File: src/rtl/packet_ejector_sink.sv
// Local-port flit sink: credit-managed FIFO, drain, head/body/tail parser, stats; EJECTOR_TRACE_EN adds a per-packet trace.
// Latency: pushed flit poppable next cycle; packet_done registered one cycle after the tail pops; credit_out lags occupancy by one cycle.
// Backpressure: credit_out advertises free slots; a flit arriving on a full FIFO with no pop is dropped and flagged.

`ifndef BUFFERSIZE
`define BUFFERSIZE 4
`endif
`ifndef BUFFERSIZE_WIDTH
`define BUFFERSIZE_WIDTH 3
`endif
`ifndef FLIT_DST_WIDTH
`define FLIT_DST_WIDTH 6
`endif
`ifndef FLIT_ID_WIDTH
`define FLIT_ID_WIDTH 8
`endif
`ifndef FLIT_WIDTH
`define FLIT_WIDTH 16
`endif

// Generic synchronous FIFO; arbitrary depth, registered read pointer, no fall-through.
// Latency: write visible at rd_dat the cycle after push.
// Backpressure: caller must not push when full unless popping in the same cycle.
module sync_fifo #(
   parameter int P_WIDTH = 8,
   parameter int P_DEPTH = 4,
   parameter int P_CNT_W = 3
) (
   input  logic               CLK,
   input  logic               RST,
   input  logic               push,
   input  logic               pop,
   input  logic [P_WIDTH-1:0] wr_dat,
   output logic [P_WIDTH-1:0] rd_dat,
   output logic [P_CNT_W-1:0] count,
   output logic               full,
   output logic               empty
);
   localparam int PTR_W = (P_DEPTH > 1) ? $clog2(P_DEPTH) : 1;
   localparam logic [PTR_W-1:0]   LAST_PTR = PTR_W'(P_DEPTH - 1);
   localparam logic [P_CNT_W-1:0] DEPTH_C  = P_CNT_W'(P_DEPTH);

   logic [P_WIDTH-1:0] mem [P_DEPTH];
   logic [PTR_W-1:0]   wr_ptr;
   logic [PTR_W-1:0]   rd_ptr;

   always_ff @(posedge CLK) begin
      if (RST) begin
         wr_ptr <= '0;
         rd_ptr <= '0;
         count  <= '0;
      end else begin
         if (push) wr_ptr <= (wr_ptr == LAST_PTR) ? '0 : wr_ptr + PTR_W'(1);
         if (pop)  rd_ptr <= (rd_ptr == LAST_PTR) ? '0 : rd_ptr + PTR_W'(1);
         case ({push, pop})
            2'b10:   count <= count + P_CNT_W'(1);
            2'b01:   count <= count - P_CNT_W'(1);
            default: count <= count;
         endcase
      end
   end

   always_ff @(posedge CLK) begin
      if (push) mem[wr_ptr] <= wr_dat;
   end

   assign rd_dat = mem[rd_ptr];
   assign full   = (count == DEPTH_C);
   assign empty  = (count == '0);
endmodule

module packet_ejector_sink #(
   parameter int P_LOCAL_ID   = 0,
   parameter int P_LOCAL_PORT = 0,
   parameter int P_DEPTH      = `BUFFERSIZE,
   parameter int P_CNT_WIDTH  = 8
) (
   input  logic                         CLK,
   input  logic                         RST,
   input  logic                         data_valid,
   input  logic [`FLIT_WIDTH-1:0]       data_in,
   input  logic                         drain_enable,
   output logic [`BUFFERSIZE_WIDTH-1:0] credit_out,
   output logic                         packet_done,
   output logic [`FLIT_ID_WIDTH-1:0]    packet_done_id,
   output logic [P_CNT_WIDTH-1:0]       packet_flit_count,
   output logic [31:0]                  rx_packet_count,
   output logic [31:0]                  rx_flit_count,
   output logic [3:0]                   err_flags
);
   localparam int W  = `FLIT_WIDTH;
   localparam int DW = `FLIT_DST_WIDTH;
   localparam int IW = `FLIT_ID_WIDTH;
   localparam int BW = `BUFFERSIZE_WIDTH;

   typedef struct packed {
      logic [1:0]    ftype;
      logic [DW-1:0] dst;
      logic [IW-1:0] id;
   } hdr_t;

   localparam int HW = $bits(hdr_t);

   localparam logic [1:0] T_HEAD = 2'b10;
   localparam logic [1:0] T_BODY = 2'b00;
   localparam logic [1:0] T_TAIL = 2'b01;
   localparam logic [1:0] T_ILL  = 2'b11;

   localparam logic [BW-1:0]          DEPTH_C  = BW'(P_DEPTH);
   localparam logic [DW-1:0]          LOCAL_ID = DW'(P_LOCAL_ID);
   localparam logic [P_CNT_WIDTH-1:0] CNT_ONE  = P_CNT_WIDTH'(1);

   if (P_DEPTH < 2 || P_DEPTH > (1 << BW) - 1 || P_LOCAL_PORT < 0) begin : g_bad_cfg
      $error("packet_ejector_sink: illegal P_DEPTH or P_LOCAL_PORT");
   end

   typedef enum logic {S_IDLE, S_IN_PKT} state_t;

   state_t                 state;
   logic [IW-1:0]          cur_id;
   logic [P_CNT_WIDTH-1:0] cnt_q;
   logic [P_CNT_WIDTH-1:0] cnt_inc;

   hdr_t          wr_hdr;
   hdr_t          rd_hdr;
   logic [BW-1:0] fifo_count;
   logic          fifo_full;
   logic          fifo_empty;
   logic          pop_vld;
   logic          push_vld;
   logic          overflow;

   // Only the header fields matter to the sink, so payload bits are not buffered.
   assign wr_hdr   = hdr_t'(data_in[W-1 -: HW]);
   assign pop_vld  = drain_enable & ~fifo_empty;
   assign push_vld = data_valid & (~fifo_full | pop_vld);
   assign overflow = data_valid & fifo_full & ~pop_vld;
   assign cnt_inc  = (cnt_q == '1) ? cnt_q : cnt_q + CNT_ONE;

   sync_fifo #(
      .P_WIDTH (HW),
      .P_DEPTH (P_DEPTH),
      .P_CNT_W (BW)
   ) u_fifo (
      .CLK    (CLK),
      .RST    (RST),
      .push   (push_vld),
      .pop    (pop_vld),
      .wr_dat (wr_hdr),
      .rd_dat (rd_hdr),
      .count  (fifo_count),
      .full   (fifo_full),
      .empty  (fifo_empty)
   );

   always_ff @(posedge CLK) begin
      if (RST) begin
         state             <= S_IDLE;
         cur_id            <= '0;
         cnt_q             <= '0;
         credit_out        <= DEPTH_C;
         packet_done       <= 1'b0;
         packet_done_id    <= '0;
         packet_flit_count <= '0;
         rx_packet_count   <= '0;
         rx_flit_count     <= '0;
         err_flags         <= '0;
      end else begin
         credit_out  <= DEPTH_C - fifo_count;
         packet_done <= 1'b0;
         if (overflow) err_flags[0] <= 1'b1;
         if (pop_vld) begin
            rx_flit_count <= rx_flit_count + 32'd1;
            case (state)
               S_IDLE: begin
                  case (rd_hdr.ftype)
                     T_HEAD: begin
                        cur_id <= rd_hdr.id;
                        cnt_q  <= CNT_ONE;
                        state  <= S_IN_PKT;
                        if (rd_hdr.dst != LOCAL_ID) err_flags[1] <= 1'b1;
                     end
                     T_ILL:   err_flags[3] <= 1'b1;
                     default: err_flags[2] <= 1'b1;
                  endcase
               end
               S_IN_PKT: begin
                  case (rd_hdr.ftype)
                     T_BODY: begin
                        cnt_q <= cnt_inc;
                        if (rd_hdr.id != cur_id) err_flags[2] <= 1'b1;
                     end
                     T_TAIL: begin
                        packet_done       <= 1'b1;
                        packet_done_id    <= cur_id;
                        packet_flit_count <= cnt_inc;
                        rx_packet_count   <= rx_packet_count + 32'd1;
                        state             <= S_IDLE;
                     end
                     // A stray head abandons the open packet and starts tracking the new one.
                     T_HEAD: begin
                        err_flags[2] <= 1'b1;
                        cur_id       <= rd_hdr.id;
                        cnt_q        <= CNT_ONE;
                        if (rd_hdr.dst != LOCAL_ID) err_flags[1] <= 1'b1;
                     end
                     default: err_flags[3] <= 1'b1;
                  endcase
               end
               default: state <= S_IDLE;
            endcase
         end
      end
   end

`ifdef EJECTOR_TRACE_EN
   always @(posedge CLK) begin
      if (packet_done)
         $display("%0t ejector node=%0d port=%0d pkt_id=%0d flits=%0d err=%b",
                  $time, P_LOCAL_ID, P_LOCAL_PORT, packet_done_id, packet_flit_count, err_flags);
   end
`endif
endmodule

File: config.mk
export PLATFORM = sky130hd
export DESIGN_NAME = packet_ejector_sink
export DESIGN_NICKNAME = d
export VERILOG_FILES = /design/src/rtl/packet_ejector_sink.sv
export SDC_FILE = /design/constraint.sdc
export NUM_CORES = 1
export LEC_CHECK = 0
export ABC_AREA = 1
export BUFFER_PORTS_ARGS = -buffer_cell sky130_fd_sc_hd__buf_4
export CAP_MARGIN = 20
export CORE_MARGIN = 5
export CORE_UTILIZATION = 45
export CTS_BUF_LIST = sky130_fd_sc_hd__clkbuf_4 sky130_fd_sc_hd__clkbuf_8 sky130_fd_sc_hd__clkbuf_16
export CTS_CLUSTER_DIAMETER = 60
export DETAILED_ROUTE_END_ITERATION = 12
export GPL_TIMING_DRIVEN = 0
export MAX_ROUTING_LAYER = met4
export SLEW_MARGIN = 0
export SYNTH_ARGS = -nofsm -noshare
export SYNTH_HDL_FRONTEND = slang
export SYNTH_SLANG_ARGS = --single-unit
export TNS_END_PERCENT = 5
File: constraint.sdc
create_clock -name CLK -period 5.6 [get_ports CLK]
set_input_delay 0.84 -clock CLK [delete_from_list [all_inputs] [get_ports CLK]]
set_output_delay 0.84 -clock CLK [all_outputs]
set_load 0.01 [all_outputs]
After elaboration in Yosys (flattened, before gate mapping)
Memory sizes are Yosys's and may differ from the RTL's. A register that Yosys moved wholly into a read port is not among the register bits.
Index checks and enable logic that the tools add are counted.
{"block": "word_totals", "output_inout_bits": 88, "word_cells": 86, "regBits": 112, "mem_count": 1, "mem_bits_rw": 64, "romBits": 0, "inputBits": 20, "latch_bits": 0}
{"name": "u_fifo.mem", "words": 4, "width": 16, "read_ports": 1, "rd_ports_with_merged_regs": 1, "wr": 1, "line_no": "43", "source": "logic [P_WIDTH-1:0] mem [P_DEPTH];"}
{"block": "classes", "div": 0, "n_lt_le_gt_ge": 0, "eq_ne": 16, "reduce_logical": 12, "bitwise_logic": 9, "n_mux": 24, "mul": 0, "addsub": 8, "shifts": 0}
{"op": "$add A32 B1 Y32 const B", "count": 2}
{"op": "$pmux W8 S2", "count": 2}
{"op": "$mux W8", "count": 3}
{"op": "$pmux W3 S2", "count": 2}
{"op": "$mux W1", "count": 11}
{"op": "$eq A2 B2 Y1 const B", "count": 5}
{"op": "$reduce_and A3 Y1", "count": 3}
{"op": "$add A8 B1 Y8 const B", "count": 1}
{"op": "$eq A8 B8 Y1 const B", "count": 1}
{"op": "$mux W2", "count": 4}
{"op": "$ne A8 B8 Y1", "count": 1}
{"op": "$ne A2 B2 Y1 const B", "count": 3}
{"op": "$reduce_bool A6 Y1", "count": 1}
{"op": "$reduce_or A3 Y1", "count": 2}
{"op": "$add A2 B1 Y2 const B", "count": 2}
{"op": "$and A1 B1 Y1", "count": 4}
{"op": "$eq A2 B1 Y1 const B", "count": 2}
{"op": "$not A1 Y1", "count": 4}
{"op": "$pmux W1 S2", "count": 2}
{"op": "$reduce_and A4 Y1", "count": 1}
{"op": "$add A3 B1 Y3 const B", "count": 1}
{"op": "$eq A3 B3 Y1 const B", "count": 1}
{"op": "$logic_not A3 Y1", "count": 1}
{"op": "$ne A3 B1 Y1 const B", "count": 1}
{"op": "9 further kinds", "count": 9}

Longest topological paths before layout
{"block": "depth", "word_depth": 7, "mapped_depth": 14, "ltp_nobuf": 14}

Modules after synthesis
From an unflattened synthesis, not the netlist that was laid out.
{"block": "unflattened", "hier_cells": 924, "area_unflattened_um2": 7766.2}
{"module": "packet_ejector_sink", "instances": 1, "cells_each": 710, "area_each_um2": 4951.0}
{"module": "sync_fifo", "instances": 1, "cells_each": 214, "area_each_um2": 2815.2}

Worst setup path after synthesis
No wires, ideal clock.
{"block": "synth_path", "kind": "input to register", "startpoint": "input drain_enable", "endpoint": "memory u_fifo.mem[0][0] in the netlist's numbering (enable)", "cell_stages": 7, "slack_ns": 2.826, "setup_time_ns": 0.389, "t_arrival_ns": 2.386, "path_cell_list": "inv_1 -> nor2_2 -> buf_2 -> clkinv_1 -> a21oi_1 -> inv_1 -> nor2_1"}
{"block": "synth_via", "elab_chain_len": 5}
{"item": "start, declared", "line_no": "82", "source": "input logic drain_enable,"}
{"item": "$and A1 B1 Y1", "line_no": "135", "source": "assign pop_vld = drain_enable & ~fifo_empty;"}
{"item": "$or A1 B1 Y1", "line_no": "136", "source": "assign push_vld = data_valid & (~fifo_full | pop_vld);"}
{"item": "$and A1 B1 Y1", "line_no": "136"}
{"item": "$mux W1", "line_no": "64", "source": "if (push) mem[wr_ptr] <= wr_dat;"}
{"item": "$mux W1 (implied by the code)", "line_no": "64"}
{"item": "end, declared", "line_no": "43"}
Every way passes these cells.

Worst setup path in the final report
{"block": "layout_path", "startpoint": "register u_fifo.count[0]", "endpoint": "memory u_fifo.mem[0][14] in the netlist's numbering (enable)"}
{"block": "layout_via", "elab_chain_len": 7, "elab_cells_between_ends": 9, "classes_between": "eq/ne (1); mux (2); bitwise (5); reduce/logical (1)"}
{"item": "start, declared", "line_no": "35", "source": "output logic [P_CNT_W-1:0] count,"}
{"item": "start signal, assigned", "line_no": "56", "source": "2'b10: count <= count + P_CNT_W'(1);"}
{"item": "start signal, assigned", "line_no": "57", "source": "2'b01: count <= count - P_CNT_W'(1);"}
{"item": "start signal, assigned", "line_no": "58", "source": "default: count <= count;"}
{"item": "$logic_not A3 Y1", "line_no": "69", "source": "assign empty = (count == '0);"}
{"item": "$not A1 Y1", "line_no": "135"}
{"item": "$and A1 B1 Y1", "line_no": "135"}
{"item": "$or A1 B1 Y1 (*)", "line_no": "136"}
{"item": "$and A1 B1 Y1 (*)", "line_no": "136"}
{"item": "$mux W1 (*)", "line_no": "64"}
{"item": "$mux W1 (implied by the code) (*)", "line_no": "64"}
Every way passes the cells marked *; elsewhere a longest branch is shown, timed or not.

==> results by group <==
Power and ir drop
  • Sw frac: 29.29%
  • Pint: 2.149 mW
  • Gate power share: 12.6%
  • Leakage: 3.831 nW
  • Max IR drop VDD: 0.2429 mV
  • Total power after layout: 3.040 mW
  • Power Dens Cells: 310.1 nW/µm²
  • P_sw: 890.3 µW
  • Seq pwr share: 47.6%
  • Clk network pwr share: 39.8%

Detailed routing
  • Total number of vias: 6948
  • Drt initial violations: 517
  • DRC viols: 0
  • Pre-Repair DR Iteration Count: 6
  • Remaining antenna violation count: 0
  • Vias/cell: 5.105
  • Routed length per placed instance: 15.17 µm
  • Detailed Route WL: 20.65 mm

Floorplan
  • Initial Utilization: 45.26%
  • Die Area: 20720 µm²
  • Die H: 144.0 µm
  • Site Rows: 49
  • # IOs: 108
  • Core area: 17840 µm²
  • Die W: 144.0 µm

Synthesis
  • Fraction of registers with async set/reset: 0%
  • Post-synth EDFFs: 64
  • Post-synthesis cell count: 993
  • Top post-synthesis cells by count: 250 x nand2_1, 114 x dfxtp_1, 106 x nor2_1, 88 x inv_1, 75 x a21oi_1
  • Ys Warns: 0
  • Area share of the largest cell type after synthesis: 28.26%
  • Post-synthesis net count: 1025
  • Distinct cells, synth: 43
  • Yosys reg bits: 178
  • Count leader, synth: nand2_1
  • Leading area contributor after synthesis: dfxtp_1
  • Sequential share of the synthesized area: 52.06%
  • Syn Std Cell Area: 8075 µm²
  • Syn_area_per_cell: 8.132 µm²
  • Main area contributors after synthesis: dfxtp_1 28%, edfxtp_1 24%, nand2_1 12%
  • Synth Flop Type: dfxtp_1

Final layout
  • Nets: 1151
  • Diode count: 0
  • Fill count: 1700
  • Share of cells above drive strength 1: 15.55%
  • Area Overhead vs Synth: 21.40%
  • Footprint of the multi-input gates: 3390 µm²
  • FF+latch area: 4204 µm²

Clock network
  • H-tree depth: 4
  • Post_cts resized: 0
  • CTS Root Cell: clkbuf_16
  • CTS buffer count: 17
  • Number of clock sinks: 178
  • Clock-pin slew on the worst setup and hold paths: 0.07 ns
  • Clk Latency, worst-skew pair: 0.44 ns
  • TritonCTS clock tree: done
  • Post-CTS Setup Inserts: 0
  • CTS max path bufs: 2
  • Hold-fix buffers, CTS: 0

GRT
  • Vias in the first global route: 6350
  • Largest net degree at the start of global routing: 22
  • Grt total ovfl: 0
  • First-pass GRT wire length: 33.33 mm
  • GRT Overall Usage: 21.20%
  • Initial antenna violation count: 0

Critical path
  • R2R Setup Slk: 2.43 ns
  • RR Endpoint: u_fifo.mem[0][14]
  • Crit path DAT: 3.23 ns
  • CP endpoint kind: register
  • CP required: 5.66 ns
  • Crit Path Category: reg -> reg
  • Crit Reg-Reg Startpoint: u_fifo.count[0]
  • CP startpoint kind: register
  • Max FO, Critical Path: 16
  • R2r worst-path depth: 9

Timing
  • Final Hold Fails: 0
  • Finish-stage setup viols: 0
  • Fin. max-slew vios: 0
  • Final TNS setup: 0 ns
  • Relative slew slack: 40.51%
  • Clock Skew: 0.01463 ns
  • Final worst path period need: 3.172 ns
  • RSZ-0062 raised after global routing: no
  • Fmax: 315.3 MHz
  • Fin crit share: 56.64%
  • Pin slew with the least headroom to its limit: 0.8914 ns

Status
  • Outcome: finished, final reports clean

Worst hold path
  • WHS Endpoint: err_flags[2]
  • Hold path depth: 2
  • Hold_sp: err_flags[2]
  • Min-delay worst type: reg -> reg

Placed design
  • HPWL after detailed placement: 15.08 mm
  • IO buf count: 106
  • Routability cong.: 0.9069

Run
  • Maxcap violations: 0
## power groups by stage
stage | Clock, mW | Sequential (mW) | Combinational (mW)
3_3_place_gp | 0 | 1.48 | 0.381
2_1_floorplan | 0 | 1.47 | 0.251
4_1_cts | 1.23 | 1.45 | 0.389
5_1_grt | 1.29 | 1.45 | 0.435
6_report | 1.21 | 1.45 | 0.384
3_5_place_dp | 0 | 1.47 | 0.387
## per-stage QoR
step           cell area, µm²  worst slack (ns)  std cells  utilization, %  hold WS (ns)
5_1_grt                  9803             2.085       1361           54.95        0.4688
3_5_place_dp             9183             2.305       1329           51.47        0.4434
6_report                 9803             2.428       1361           54.95        0.4550
2_1_floorplan            8075             2.826        993               -        0.4224
3_3_place_gp             9158             1.831       1328           51.33        0.4375
4_1_cts                  9803             2.394       1361           54.95        0.4596
## worst max-delay path, cell delays in order (launching register included)
cell	delay, ns
dfxtp_1	0.35
inv_1	0.09
ha_1	0.23
ha_1	0.20
nor2_2	0.21
buf_2	0.28
clkinv_1	0.29
a21oi_1	0.24
inv_1	0.17
nor2_2	0.72
## how the worst max path moves through the flow
stage                    startpoint                end  slack (ns)  cells after the start
finish              u_fifo.count[0]  u_fifo.mem[0][14]        2.43                      9
global route        u_fifo.count[0]   u_fifo.mem[0][5]        2.08                      9
CTS                 u_fifo.count[0]   u_fifo.mem[0][4]        2.39                      9
detailed placement     drain_enable   u_fifo.mem[0][8]        2.30                      8
global placement       drain_enable   u_fifo.mem[2][8]        1.83                      8
floorplan              drain_enable   u_fifo.mem[0][0]        2.83                      7
## registers in the layout, indices dropped and copies added (netlist names), 2 cells and up, named ones only
| register | count |
|---|---|
| rx_packet_count | 32 |
| u_fifo.mem | 64 |
| cur_id | 8 |
| u_fifo.wr_ptr | 2 |
| err_flags | 4 |
| u_fifo.rd_ptr | 2 |
| u_fifo.count | 3 |
| credit_out | 3 |
| cnt_q | 8 |
| packet_done_id | 8 |
| packet_flit_count | 8 |
| rx_flit_count | 32 |
## final cells by class
cell class,count,area share [%]
Buffer,31,1.532
Clock buffer,17,4.340
Inverter,91,3.484
Multi-Input combinational cell,693,34.58
Timing Repair Buffer,107,8.271
Clock inverter,15,1.991
Sequential cell,178,42.88
Tap cell,229,2.923
## per-layer routing
metal,track usage [%],up-vias,part of all wire [%]
met5,-,-,0
met2,32.19,185,46
met1,29.34,3179,47
met4,5.302,0,1.3
met3,4.126,27,5.4
li1,-,3557,-
## placed cells by master, fill, tap and decap left out, drive strengths merged, types with 13 or more instances in the layout
cell type	Yosys	layout
buf	16	123
a21oi	75	75
nand4	24	24
nand3	51	51
xnor2	14	14
nor3	44	44
clkbuf	15	32
edfxtp	64	64
dfxtp	114	114
nor2	116	116
inv	90	97
xor2	13	13
o21ai	54	54
nand2	253	253
## cells by family after synthesis
kind of cell             Yosys count  share of synthesized area (%)
multiplexers                       1                         0.1240
adder cells (fa/ha/maj)           12                          1.952
flip-flops                       178                          52.06
XOR/XNOR                          27                          2.928
AO/OA/AOI/OAI                    145                          9.421
AND/OR/NAND/NOR                  508                          27.43
buffers and inverters            122                          6.089
Note: power is estimated with default switching activity, not from simulation.
